**config.mk**
```make
export PLATFORM = sky130hd
export DESIGN_NAME = truth_table_sweeper
export DESIGN_NICKNAME = d
export VERILOG_FILES = /design/src/rtl/truth_table_sweeper.sv
export SDC_FILE = /design/constraint.sdc
export NUM_CORES = 1
export LEC_CHECK = 0
export ABC_AREA = 1
export BUFFER_PORTS_ARGS = -buffer_cell sky130_fd_sc_hd__buf_4
export CAP_MARGIN = 10
export CORE_MARGIN = 2
export CORE_UTILIZATION = 50
export CTS_BUF_LIST = sky130_fd_sc_hd__clkbuf_8
export DETAILED_ROUTE_END_ITERATION = 10
export MAX_ROUTING_LAYER = met4
export PLACE_DENSITY = 0.72
export SLEW_MARGIN = 15
export SYNTH_ARGS = -nofsm -noshare
export SYNTH_HDL_FRONTEND = slang
export SYNTH_SLANG_ARGS = --single-unit
```
**constraint.sdc**
```tcl
create_clock -name clk -period 2 [get_ports clk]
set_clock_uncertainty 0.15 [all_clocks]
set_input_delay 0.3 -clock clk [delete_from_list [all_inputs] [get_ports clk]]
set_output_delay 0.3 -clock clk [all_outputs]
set_load 0.01 [all_outputs]
```
**src/rtl/truth_table_sweeper.sv**
```systemverilog
// Exhaustive truth-table sweeper: walks every input vector, holds it for DWELL
// cycles, and checks the DUT output against EXPECTED on the last dwell cycle.
module truth_table_sweeper #(
  parameter int                     N_IN     = 3,
  parameter int                     DWELL    = 25,
  parameter logic [(1<<N_IN)-1:0]   EXPECTED = 8'b1001_0110
) (
  input  logic            clk,
  input  logic            rst,
  input  logic            start,
  input  logic            abort,
  input  logic            mode_loop,
  input  logic            dut_out,
  output logic [N_IN-1:0] dut_in,
  output logic            busy,
  output logic            done,
  output logic [N_IN:0]   mismatch_cnt,
  output logic            fail_seen,
  output logic [N_IN-1:0] first_fail_idx
);

  localparam int CW = (DWELL > 1) ? $clog2(DWELL) : 1;
  localparam logic [CW-1:0] LAST_CNT = CW'(DWELL - 1);

  typedef enum logic {
    IDLE,
    RUN
  } state_t;

  state_t          state_q, state_d;
  logic [N_IN-1:0] vec_q, vec_d;
  logic [CW-1:0]   cnt_q, cnt_d;
  logic [N_IN:0]   mis_q, mis_d;
  logic            fail_q, fail_d;
  logic [N_IN-1:0] first_q, first_d;
  logic            loop_q, loop_d;
  logic            done_q, done_d;

  always_ff @(posedge clk or posedge rst) begin
    if (rst) begin
      state_q <= IDLE;
      vec_q   <= '0;
      cnt_q   <= '0;
      mis_q   <= '0;
      fail_q  <= 1'b0;
      first_q <= '0;
      loop_q  <= 1'b0;
      done_q  <= 1'b0;
    end else begin
      state_q <= state_d;
      vec_q   <= vec_d;
      cnt_q   <= cnt_d;
      mis_q   <= mis_d;
      fail_q  <= fail_d;
      first_q <= first_d;
      loop_q  <= loop_d;
      done_q  <= done_d;
    end
  end

  always_comb begin
    state_d = state_q;
    vec_d   = vec_q;
    cnt_d   = cnt_q;
    mis_d   = mis_q;
    fail_d  = fail_q;
    first_d = first_q;
    loop_d  = loop_q;
    done_d  = 1'b0;

    case (state_q)
      IDLE: begin
        if (start) begin
          state_d = RUN;
          vec_d   = '0;
          cnt_d   = '0;
          mis_d   = '0;
          fail_d  = 1'b0;
          first_d = '0;
          loop_d  = mode_loop;
        end
      end
      RUN: begin
        // abort wins over a coinciding sample, so that vector is never scored
        if (abort) begin
          state_d = IDLE;
          vec_d   = '0;
          cnt_d   = '0;
        end else if (cnt_q == LAST_CNT) begin
          cnt_d = '0;
          vec_d = vec_q + 1'b1;
          if (dut_out != EXPECTED[vec_q]) begin
            if (mis_q != '1) mis_d = mis_q + 1'b1;
            if (!fail_q) begin
              fail_d  = 1'b1;
              first_d = vec_q;
            end
          end
          // last vector: increment above already wraps dut_in to 0
          if (vec_q == '1) begin
            done_d = 1'b1;
            if (!loop_q) state_d = IDLE;
          end
        end else begin
          cnt_d = cnt_q + 1'b1;
        end
      end
      default: state_d = IDLE;
    endcase
  end

  assign dut_in         = vec_q;
  assign busy           = (state_q == RUN);
  assign done           = done_q;
  assign mismatch_cnt   = mis_q;
  assign fail_seen      = fail_q;
  assign first_fail_idx = first_q;

endmodule

```
## After elaboration in Yosys (flattened, before gate mapping)

Memory sizes are Yosys's and may differ from the RTL's.
Cells that the tools add are included.

- Add/subtract/negate cells: 3
- Magnitude comparators: 1
- Eq/ne operators: 11
- Mux-type cells: 35
- Bitwise operators: 1
- Reduce and logical (&&, ||, !) cells: 5

Operators by type and width:

| operator | number |
|---|---|
| two-way mux 3 bit | 7 |
| two-way mux 4 bit | 5 |
| two-way mux 5 bit | 3 |
| two-way mux 1 bit | 14 |
| case mux 3 bit (2 select lines) | 2 |
| case mux 5 bit (2 select lines) | 1 |
| AND reduction 5 bit | 2 |
| case mux 4 bit (2 select lines) | 1 |
| != test 2 x 1 -> 1 bit, second input constant | 3 |
| != test 2 bit, second input constant | 3 |
| adder 5 x 1 -> 5 bit, second input constant | 1 |
| == test 5 bit, second input constant | 1 |
| adder 4 x 1 -> 4 bit, second input constant | 1 |
| less-than comparator 3 x 4 -> 1 bit, second input constant | 1 |
| != test 4 bit, second input constant | 1 |
| case mux 1 bit (2 select lines) | 2 |
| AND reduction 2 bit | 2 |
| AND reduction 4 bit | 1 |
| adder 3 x 1 -> 3 bit, second input constant | 1 |
| == test 3 bit, second input constant | 1 |
| != test 3 x 2 -> 1 bit, second input constant | 1 |
| != test 1 bit | 1 |
| NOT 1 bit | 1 |

- Bits in registers: 19
- Memory bits (read-only): 8
- Output and inout port bits: 13
- Logic and storage cells: 65
- Memories: 1

Memories:

| memory | words | bits a word | rd ports | clocked after memory_dff | write ports | RTL line | source |
|---|---|---|---|---|---|---|---|
| (no name shown) | 8 | 1 | 1 | 0 | 0 | 92 | `if (dut_out != EXPECTED[vec_q]) begin` |

## Depth between registers and ports, before layout

- Depth in word-level cells: 7
- Mapped depth: 9
- Depth with buffers taken out: 9

## Least setup slack after synthesis

Ideal clock, no wire load.

- Path kind: register -> register
- Start point: register vec_q[0], in the netlist dut_in[0]
- End point: register first_q[0], in the netlist first_fail_idx[0]
- Setup time: 117 ps
- Data arrival time: 1317 ps
- Path slack: 416 ps
- Cell stages (with the launch flop): 10
- Path buffers: 1
- Period minus slack after synthesis: 1584 ps
- Cells stage by stage: dfrtp_1 -> ha_1 -> inv_1 -> nand2_1 -> nand3_1 -> nand3_2 -> buf_6 -> nand3_2 -> nand2_1 -> nand2_1

- Word-level cells in the longest chain between the ends: 5

RTL lines:

| element | RTL line | source |
|---|---|---|
| start, declared | 31 | `logic [N_IN-1:0] vec_q, vec_d;` |
| start signal, assigned | 51 | `vec_q <= vec_d;` |
| memory read (8 x 1 bit) / two-way mux 3 bit (equally long branches) | -- |  |
| two-way mux 1 bit (not written as such) / two-way mux 3 bit (equally long branches) | 92 |  |
| != test 1 bit / two-way mux 3 bit (equally long branches) | 92, 89 |  |
| != test 2 x 1 -> 1 bit (no source line) / two-way mux 3 bit (equally long branches) | -- |  |
| AND reduction 5 bit (no source line) / case mux 3 bit (2 select lines) (equally long branches) | -- |  |
| end signal, assigned | 55 | `first_q <= first_d;` |
| end, declared | 35 | `logic [N_IN-1:0] first_q, first_d;` |

Parallel ways exist; a longest one is shown, timed or not. The select of a mux whose other input is x is not followed.
A chain may end at the register's enable or synchronous reset.

## Worst setup path in the final report

- Start point: register state_q, in the netlist busy
- End point: output port busy

RTL lines:

| element | RTL line | source |
|---|---|---|
| start, declared | 30 | `state_t state_q, state_d;` |
| start signal, assigned | 50 | `state_q <= state_d;` |
| end, declared | 15 | `output logic busy,` |

No word-level cell between the ends.

==> metrics.cfg <==
[power]
p_clk_frac = 0.270
swShare = 0.327
p_switching_w = 0.000323
p_leak_nw = 0.716
seqPwrFrac = 0.491
cellPowerDensity_nw_per_um2 = 758
cellInternalPower_w = 0.000666
pwr-share-comb = 0.239
vdd_drop_max_v = 0.000634
total_power_w = 0.000989

[synth]
synth_area_leader_cell = dfrtp_1
synth-simple-area-share = 0.324
post-synth-top-count-cell = nand2_1
netlist_area_um2 = 1120
synth_enable_flop_cells = 0
synth_top_area_frac = 0.425
ys_top_cells_by_area = dfrtp_1, nand2_1, ha_1
syn-num-nets = 150
synth-compound-area-share = 0.0670
synthFlopType = dfrtp_1
ys_seq_area_frac = 0.425
ys_ff_latch = 19
synth.top_cells.by_count = nand2_1, dfrtp_1, inv_1, nand3_1, nor2_1
synth-xor-area-share = 0.0156
ys_types = 25
synth_adder_area_share = 0.0559
avgSynthCellArea_um2 = 8.06
yosys_warnings = 0
synth_top_family_by_area = simple AND/OR/NAND/NOR gates
syn_inst = 139
synth_mux_area_frac = 0.0101
synthArstFlopShare = 1.00

[route]
ant_nets = 0
vias = 932
via_per_inst = 5.01
wl_per_cell_um = 11.3
route.detailed.drc = 0
firstDrtPassIters = 4
drt_wl_total_um = 2100
drt_iter0_drc = 14

[timing]
layout_setup_ws_ns = 0.243
setup_tns_ns = 0
worstMarginPinSlew_ns = 0.730
post-route-min-period_ns = 1.76
max_freq_mhz = 569
fin_crit_sh = 0.879
rsz0062_at_grt = false
slew_viol_final = 0
finalHoldViolCount = 0
slew_headroom = 0.512
setup_violations = 0

[finish]
area_growth_pct = 16.5
multi_input_area_um2 = 529
fin_nets = 170
drive_gt1_frac = 0.253
num_antenna_cells = 0
register_area_um2 = 475
n_fill_cell = 205
final_area_um2 = 1310
final_util = 0.601

[worst_setup_path]
critPathCaptureType = primary output
cp-startpoint = busy
cp_slowest_cell = dfrtp_1
path_class = flop to primary output
path_cells = buf_4
crit_required_ns = 1.55
max_stage_delay_ns = 0.81
cp_num_buf_inv = 1
timing.rr.start = dut_in[0]
crit_fanout = 17
crit_family = flip-flops
arrival_ns = 1.31
r2r_slack_ns = 0.27
startpoint_type = flop

[placement]
post_dp_cell_area_um2 = 1260
dp_slack_ns = 0.280
gp_congestion = 0.753
dp_hpwl_um = 1620
port_buffers = 18

[clock_network]
cts_buffers = 3
cts_root_buffer = clkbuf_8
numClockSinks = 19
cts_resized = 0
clk_pin_slew_ns = 0.07
clock_latency_ns = 0.26
htree_num_levels = 1
hold_buffers = 0
cts_tree = yes
clockBufferDepth = 2
cts_setup_buffers = 0

[global_route]
grtUsageTotal = 0.193
grt_max_degree = 20
grt_pass1_wl_um = 3660
antenna_found_initial = 0
grt_pass1_vias = 856
overflow = 0

[die]
core_area_um2 = 2170
initial_core_util = 0.516
rows = 17
die-area_um2 = 2630
ios = 19
die_y_um = 51.3
die_w_um = 51.3

[min_path]
min_path_type = primary input to asynchronous set/reset pin

[outcome]
status = completed

[flow_run]
maxCapViolCount = 0

worst paths after layout:
kind / end / cells past startpoint
max: busy / 1
max reg2reg: mismatch_cnt[2] / 8
max in group asynchronous: mismatch_cnt[1] / 2
min reg2reg: first_fail_idx[2] / 2
min: cnt_q[1] / 2
min in group clk: loop_q / 2
metrics by stage:
step	hold WS (ns)	cells
6_report	0.0139	186
5_1_grt	0.0825	186
3_5_place_dp	0.321	182
4_1_cts	0.0396	186
3_3_place_gp	0.310	182
2_1_floorplan	0.101	139
routing by layer:
layer / global-route usage / vias up / share of wire
met3: 0.0497 / 5 / 0.054
met1: 0.242 / 428 / 0.48
li1: - / 476 / -
met2: 0.297 / 23 / 0.44
met5: - / - / 0
met4: 0.0877 / 0 / 0.016
registers in the layout, indices dropped and copies added (netlist names):
signal,count
first_fail_idx,3
fail_seen,1
cnt_q,5
mismatch_cnt,4
dut_in,3
loop_q,1
done,1
busy,1
cells by family (layout without fill, tap and decap cells):
family	Yosys count	after routing
flops	19	19
compound gates	12	12
mux	1	1
buf+inv	25	44
fa+ha+maj	5	5
simple gates	75	75
xor+xnor	2	2
final cells by class:
class                           count  share of cell area
Sequential cell                    19               0.364
Clock buffer                        3              0.0316
Clock inverter                      1             0.00288
Multi-Input combinational cell     95               0.406
Inverter                           22              0.0652
Tap cell                           28              0.0268
Timing Repair Buffer               18               0.104
power groups by stage:
stage	Combinational (W)	Sequential (W)	Clock, W
floorplan	0.000170	0.000482	0
global placement	0.000237	0.000491	0
detailed placement	0.000239	0.000493	0
CTS	0.000240	0.000485	0.000272
global route	0.000272	0.000495	0.000288
finish	0.000237	0.000485	0.000266
cells in the final DEF, fill, tap and decap left out, types with 2 or more instances in the layout:
cell      count
o21ai_1       3
buf_4        18
nand3_1      12
nand3_2       4
nand2_1      40
o21ai_2       2
inv_2         5
nor2_1       10
ha_1          5
inv_1        17
nand4_1       4
dfrtp_1      19
o21ai_0       4
clkbuf_8      3
a21oi_2       2
Note: power is estimated with default switching activity, not from simulation.
